$ cat src/rtl/bus_arbiter.sv
// Round-robin arbiter handing a shared unidirectional tristate bus to one of N
// requesters, with a forced all-off turnaround cycle between owners.
module bus_arbiter #(
    parameter int N        = 4,
    parameter int MAX_HOLD = 8
) (
    input  logic                 clk,
    input  logic                 rst,
    input  logic [N-1:0]         req,
    output logic [N-1:0]         gnt,
    output logic [N-1:0]         cnt,
    output logic [$clog2(N)-1:0] owner,
    output logic                 busy
);
    localparam int         W        = $clog2(N);
    localparam logic [7:0] HOLD_MAX = 8'(MAX_HOLD);

    typedef enum logic [1:0] {IDLE, GRANT, TURN} state_t;

    state_t         state_reg;
    logic [W-1:0]   ptr_reg;
    logic [W-1:0]   owner_reg;
    logic [7:0]     hcnt_reg;
    logic [N-1:0]   gnt_reg;
    logic           busy_reg;

    logic [W-1:0]   cand;
    logic [W-1:0]   sel_idx;
    logic [N-1:0]   sel_onehot;
    logic           others_req;
    logic           release_now;
    logic [W-1:0]   ptr_next;

    // Walk the rotation from the far end back toward ptr so the closest set bit wins.
    always_comb begin
        cand    = '0;
        sel_idx = '0;
        for (int i = N - 1; i >= 0; i--) begin
            cand = W'((int'(ptr_reg) + i) % N);
            if (req[cand]) begin
                sel_idx = cand;
            end
        end
    end

    assign sel_onehot  = {{(N-1){1'b0}}, 1'b1} << sel_idx;
    assign others_req  = |(req & ~gnt_reg);
    assign release_now = !req[owner_reg] || ((hcnt_reg == HOLD_MAX) && others_req);
    assign ptr_next    = (owner_reg == W'(N - 1)) ? '0 : owner_reg + 1'b1;

    always_ff @(posedge clk) begin
        if (rst) begin
            state_reg <= IDLE;
            ptr_reg   <= '0;
            owner_reg <= '0;
            hcnt_reg  <= '0;
            gnt_reg   <= '0;
            busy_reg  <= 1'b0;
        end else begin
            case (state_reg)
                // The turnaround cycle arbitrates exactly like idle; only its entry differs.
                IDLE, TURN: begin
                    if (|req) begin
                        gnt_reg   <= sel_onehot;
                        owner_reg <= sel_idx;
                        busy_reg  <= 1'b1;
                        hcnt_reg  <= 8'd1;
                        state_reg <= GRANT;
                    end else begin
                        gnt_reg   <= '0;
                        owner_reg <= '0;
                        busy_reg  <= 1'b0;
                        state_reg <= IDLE;
                    end
                end
                GRANT: begin
                    if (release_now) begin
                        gnt_reg   <= '0;
                        owner_reg <= '0;
                        busy_reg  <= 1'b0;
                        ptr_reg   <= ptr_next;
                        state_reg <= TURN;
                    end else if (hcnt_reg != HOLD_MAX) begin
                        hcnt_reg <= hcnt_reg + 8'd1;
                    end
                end
                default: begin
                    gnt_reg   <= '0;
                    owner_reg <= '0;
                    busy_reg  <= 1'b0;
                    state_reg <= IDLE;
                end
            endcase
        end
    end

    assign gnt   = gnt_reg;
    assign owner = owner_reg;
    assign busy  = busy_reg;

    // Each buffer enable follows its grant bit directly.
    generate
        for (genvar gi = 0; gi < N; gi++) begin : g_cnt
            assign cnt[gi] = gnt_reg[gi];
        end
    endgenerate
endmodule
$ cat config.mk
export PLATFORM = sky130hd
export DESIGN_NAME = bus_arbiter
export DESIGN_NICKNAME = d
export VERILOG_FILES = /design/src/rtl/bus_arbiter.sv
export SDC_FILE = /design/constraint.sdc
export NUM_CORES = 1
export LEC_CHECK = 0
export CAP_MARGIN = 20
export CORE_MARGIN = 1.5
export CORE_UTILIZATION = 32
export CTS_CLUSTER_DIAMETER = 60
export DETAILED_ROUTE_END_ITERATION = 8
export MAX_ROUTING_LAYER = met4
export SKIP_CTS_REPAIR_TIMING = 1
export SLEW_MARGIN = 15
export SYNTH_ARGS = -nofsm -noshare
export SYNTH_HDL_FRONTEND = slang
export SYNTH_SLANG_ARGS = --single-unit
$ cat constraint.sdc
create_clock -name clk -period 2.15 [get_ports clk]
set_input_delay 0.5375 -clock clk [delete_from_list [all_inputs] [get_ports clk]]
set_output_delay 0.5375 -clock clk [all_outputs]
set_load 0.02 [all_outputs]
==> impl_metrics.json, run 1 <==
{
  "dieArea_sq_mm": 0.00341,
  "antenna_found_initial": 0,
  "die_w_um": 58.4,
  "power.density_mw_per_mm2": 569,
  "diodes": 0,
  "wl_um": 2060,
  "fin_skew_ns": 0.00285,
  "rsz0062_at_grt": "false",
  "track_usage": 0.139,
  "rows": 19,
  "critPathArrivalTime_ns": 2.16,
  "worst-slew-pin-transition_ns": 0.399,
  "finalCritPeriodShare": 0.917,
  "slowest_stage": "mux4_2",
  "ios": 17,
  "numPortBuffers": 16,
  "cts.htree.levels": 1,
  "grt_pass1_vias": 776,
  "cts_root_buf": "clkbuf_4",
  "period_needed_ns": 1.97,
  "place_congestion": 0.823,
  "cts_sinks": 18,
  "post_drt_wl_per_cell_um": 12.6,
  "overflow": 0,
  "p_leak_nw": 0.447,
  "setup_tns_ns": 0,
  "start_kind": "input pin",
  "crit_path_cell_trace": "clkdlybuf4s50_1 > mux4_2 > nor2b_4 > and2_4 > a31o_1",
  "max_freq_ghz": 0.507,
  "critical_path_class": "in2reg",
  "initial_core_util": 0.347,
  "cts.path.max_buffers": 2,
  "drt_drc_violations_left": 0,
  "vias": 839,
  "ant_nets": 0,
  "ys_seq_area_frac": 0.367,
  "dr.pass1.iters": 4,
  "die_h_um": 58.4,
  "ys.flop_type": "dfxtp_1",
  "multiInputGateArea_sq_um": 558,
  "synthArstFlopShare": 0,
  "fp.coreArea_sq_mm": 0.00283,
  "syn_avg_cell_area_sq_um": 8.85,
  "place_ws_ns": -0.119,
  "setup_viol": 0,
  "slew_violations": 0,
  "holdWs_ns": 0.517,
  "max_stage_delay_ns": 0.54,
  "regArea_sq_um": 360,
  "num-nets-final": 144,
  "synthesis.area_sq_um": 982,
  "largest_reg_flops": 8,
  "cts_tree": "yes",
  "status": "completed",
  "path_clk_slew_ns": 0.09,
  "drive_gt1_frac": 0.143,
  "max-cap-violations": 0,
  "finish.utilization": 0.435,
  "yosysWarnings": 0,
  "grt.busiest_layer": "met2",
  "vdd_drop_max_uv": 278,
  "hold_violations": 0,
  "grt.met1_usage": 0.182,
  "cp_max_fo": 7,
  "nFillCells": 285,
  "crit_required_ns": 2.33,
  "drt_iter0_drc": 22,
  "synthCells": 111,
  "cts_buffers": 3,
  "gr-usage-met2": 0.207,
  "use_met3": 0.0286,
  "worst_slack_ns": 0.178,
  "ys_types": 38,
  "hold_class": "reg2reg",
  "ys_seq_elements": 18,
  "clkLatencyLatePin_ns": 0.28,
  "place_hpwl_um": 1660,
  "synth_enable_flop_cells": 0,
  "grt_max_degree": 11,
  "crit_path_end_kind": "flip-flop",
  "syn_nets": 120,
  "grt_pass1_wl_um": 3480,
  "routed_via_density": 5.12,
  "area_growth_pct": 25.2,
  "maxSlewHeadroom": 0.732
}
-- layer usage --
layer / part of all wire / vias to the layer above
li1: - / 435
met1: 0.50 / 390
met2: 0.47 / 12
met3: 0.028 / 2
met4: 0.0053 / 0
met5: 0 / -
-- Yosys cell counts, types with 3 or more instances --
cell type  count  area, sq um
a21oi_1        6         30.0
inv_1          8         30.0
nor2b_1        3         18.8
nor2_1        10         37.5
dfxtp_1       18          360
nand2_1       11         41.3
nand3_1        4         20.0
o32ai_1        4         35.0
buf_4          4         30.0
nand2b_1       3         18.8
xor2_1         6         52.6
ha_1           3         37.5
-- cell usage in the layout (no fill, tap or decap), drive strengths merged --
cell type       n
o211ai          2
a32oi           1
or3             1
nand3           4
inv             8
nor2           10
xor2            6
dfxtp          18
a211oi          1
nor2b           4
a21o            1
nor4b           1
o41ai           1
mux4            1
nor3b           1
o21a            1
a2111oi         1
a2bb2o          1
nor4            1
o32ai           4
and4b           1
o31ai           2
a21oi           6
or2             1
clkbuf          3
buf             8
ha              3
a31o            1
and2            1
nand4           1
or2b            2
a21boi          1
nand2b          3
nor3            4
o21ai           1
clkdlybuf4s50  16
nand2          11
-- layout make-up --
cell class                 instances  share of cell area
multi-input combinational         80               0.454
sequential                        18               0.293
timing repair buffer              24               0.179
tap                               31              0.0315
inverter                           8              0.0244
clock buffer                       3              0.0183
-- report_power, final --
group	leakage (nW)	internal, mW	switching [mW]
combinational	0.286	0.0824	0.0889
sequential	0.147	0.350	0.0183
clock	0.0138	0.0650	0.0954
-- cells by family (layout without fill, tap and decap cells) --
logic type | Yosys count | count (layout) | share of synthesized area
DFF | 18 | 18 | 0.367
adders and majority gates | 3 | 3 | 0.0382
buffers and inverters | 13 | 35 | 0.0650
and+or+nand+nor | 46 | 46 | 0.264
xor gates and xnor gates | 6 | 6 | 0.0535
AOI/OAI and AO/OA | 24 | 24 | 0.190
muxes | 1 | 1 | 0.0229
-- critical path: cells and delay by family --
family          cells  cell delay, ns
mux                 1            0.54
buf+inv             1            0.51
compound gates      1            0.21
simple gates        2            0.36
-- metrics by stage --
| step | std cells | power (mW) | area [sq um] |
|---|---|---|---|
| floorplan | 111 | 0.479 | 982 |
| global placement | 161 | 0.546 | 1210 |
| detailed placement | 161 | 0.547 | 1210 |
| CTS | 164 | 0.710 | 1230 |
| global route | 164 | 0.746 | 1230 |
| finish | 164 | 0.700 | 1230 |
-- final timing paths --
path,from,end,slack (ns),cells after the start
max,req[0],hcnt_reg[1]$_SDFFE_PP0P_,0.18,5
min,cnt[2]$_SDFFE_PP0P_,cnt[2]$_SDFFE_PP0P_,0.52,2
max reg2reg,hcnt_reg[0]$_SDFFE_PP0P_,cnt[1]$_SDFFE_PP0P_,0.38,8
min reg2reg,cnt[2]$_SDFFE_PP0P_,cnt[2]$_SDFFE_PP0P_,0.52,2
No activity file was read; power rests on OpenSTA's default activity.
==> run 2, diff against run 1 <==
==> constraint.sdc (replaced) <==
create_clock -name clk -period 2.15 [get_ports clk]
set_input_delay 0.43 -clock clk [delete_from_list [all_inputs] [get_ports clk]]
set_output_delay 0.43 -clock clk [all_outputs]
set_load 0.02 [all_outputs]
==> impl_metrics.json, run 2 (synthesis gave the netlist of run 1 again) <==
{
  "status": "completed",
  "grt_pass1_vias": 786,
  "vias": 879,
  "holdWs_ns": 0.518,
  "crit_required_ns": 2.35,
  "path_clk_slew_ns": 0.10,
  "post-place-cells": 159,
  "hold_class": "reg2reg",
  "critPathArrivalTime_ns": 2.06,
  "place_congestion": 0.869,
  "fin_skew_ns": 0.00798,
  "nFillCells": 279,
  "finish.utilization": 0.434,
  "slew_violations": 0,
  "place_hpwl_um": 1680,
  "p_leak_nw": 0.446,
  "grt_max_degree": 12,
  "clkLatencyLatePin_ns": 0.30,
  "cts_buffers": 3,
  "cts_tree": "yes",
  "ant_nets": 0,
  "die_w_um": 58.4,
  "diodes": 0,
  "p_total_uw": 752,
  "numPortBuffers": 16,
  "vdd_drop_max_uv": 383,
  "ios": 17,
  "cp_max_fo": 5,
  "rsz0062_at_grt": "false",
  "rows": 19,
  "overflow": 0,
  "place_area_sq_mm": 0.00119,
  "power.density_mw_per_mm2": 612,
  "mostFrequentLayoutCells": "dfxtp_1 (18), clkdlybuf4s50_1 (16), nand2_1 (11)",
  "max_freq_ghz": 0.539,
  "cts_sinks": 18,
  "crit_path_end_kind": "flip-flop",
  "start_kind": "input pin",
  "setup_viol": 0,
  "die_h_um": 58.4,
  "worst-slew-pin-transition_ns": 0.357,
  "finalCritPeriodShare": 0.863,
  "dieArea_sq_mm": 0.00341,
  "initial_core_util": 0.347,
  "cts_root_buf": "clkbuf_4",
  "cts.path.max_buffers": 2,
  "drt_drc_violations_left": 0,
  "final_common_cell": "dfxtp_1",
  "max-cap-violations": 0,
  "largest_reg_flops": 8,
  "drive_gt1_frac": 0.136,
  "routed_via_density": 5.39,
  "dr.pass1.iters": 4,
  "post_drt_wl_per_cell_um": 13.4,
  "design_area_sq_mm": 0.00123,
  "fp.coreArea_sq_mm": 0.00283,
  "grt_pass1_wl_um": 3690,
  "stdcell_count": 163,
  "wl_um": 2190,
  "critical_path_class": "in2reg",
  "drt_iter0_drc": 43,
  "num-nets-final": 142,
  "hold_violations": 0,
  "antenna_found_initial": 0,
  "maxSlewHeadroom": 0.760,
  "cts.htree.levels": 1,
  "area_growth_pct": 25.1,
  "period_needed_ns": 1.86,
  "track_usage": 0.147
}
run 2: cell count changes in the layout (fill, tap and decap cells not counted), sizes merged:
cell / before / now
buf: 8 / 6
clkbuf: 3 / 4
run 2: power by group:
part           total, mW  switching (mW)  internal (mW)
registers          0.369          0.0190          0.350
logic              0.170          0.0895         0.0802
clock network      0.213           0.110          0.103
run 2: cell type report:
cell class              count  area [sq um]  share of cell area
well taps                  31          38.8              0.0316
clock buffers               4          36.3              0.0295
repair buffers             22           205               0.167
inverters                   8          30.0              0.0244
multi-input cells          80           558               0.454
flip-flops and latches     18           360               0.293
run 2: layer usage:
layer / wire [um] / up-vias / track usage
met3: 89 / 4 / 0.0330
met1: 1090 / 423 / 0.200
met2: 986 / 18 / 0.207
met5: 0 / - / -
li1: - / 434 / -
met4: 28 / 0 / 0.0631
run 2: worst paths after layout:
check	startpoint	to	slack, ns	cells after the start
setup reg to reg	hcnt_reg[0]$_SDFFE_PP0P_	cnt[0]$_SDFFE_PP0P_	0.42	7
hold / removal	cnt[2]$_SDFFE_PP0P_	cnt[2]$_SDFFE_PP0P_	0.52	2
hold reg to reg	cnt[2]$_SDFFE_PP0P_	cnt[2]$_SDFFE_PP0P_	0.52	2
setup / recovery	req[2]	cnt[0]$_SDFFE_PP0P_	0.29	6
run 2: stage by stage:
stage	worst slack (ns)	setup TNS, ns
detailed placement	-0.0305	-0.0360
global placement	-0.00777	-0.00777
global route	0.152	0
finish	0.294	0
floorplan	0.474	0
CTS	0.300	0
run 2: critical path: stages:
cell and delay, ns:
clkdlybuf4s50_1 0.48, nor2b_1 0.18, a2111oi_2 0.38, or2_1 0.20, nand2_1 0.14, o32ai_1 0.25
==> run 3, diff against run 2 <==
--- a/config.mk
+++ b/config.mk
@@ -11,7 +11,6 @@
 export CTS_CLUSTER_DIAMETER = 60
 export DETAILED_ROUTE_END_ITERATION = 8
 export MAX_ROUTING_LAYER = met4
-export SKIP_CTS_REPAIR_TIMING = 1
 export SLEW_MARGIN = 15
 export SYNTH_ARGS = -nofsm -noshare
 export SYNTH_HDL_FRONTEND = slang
==> results of run 3 <==
Same layout as run 2: the final DEF is identical, and so are final timing and power.
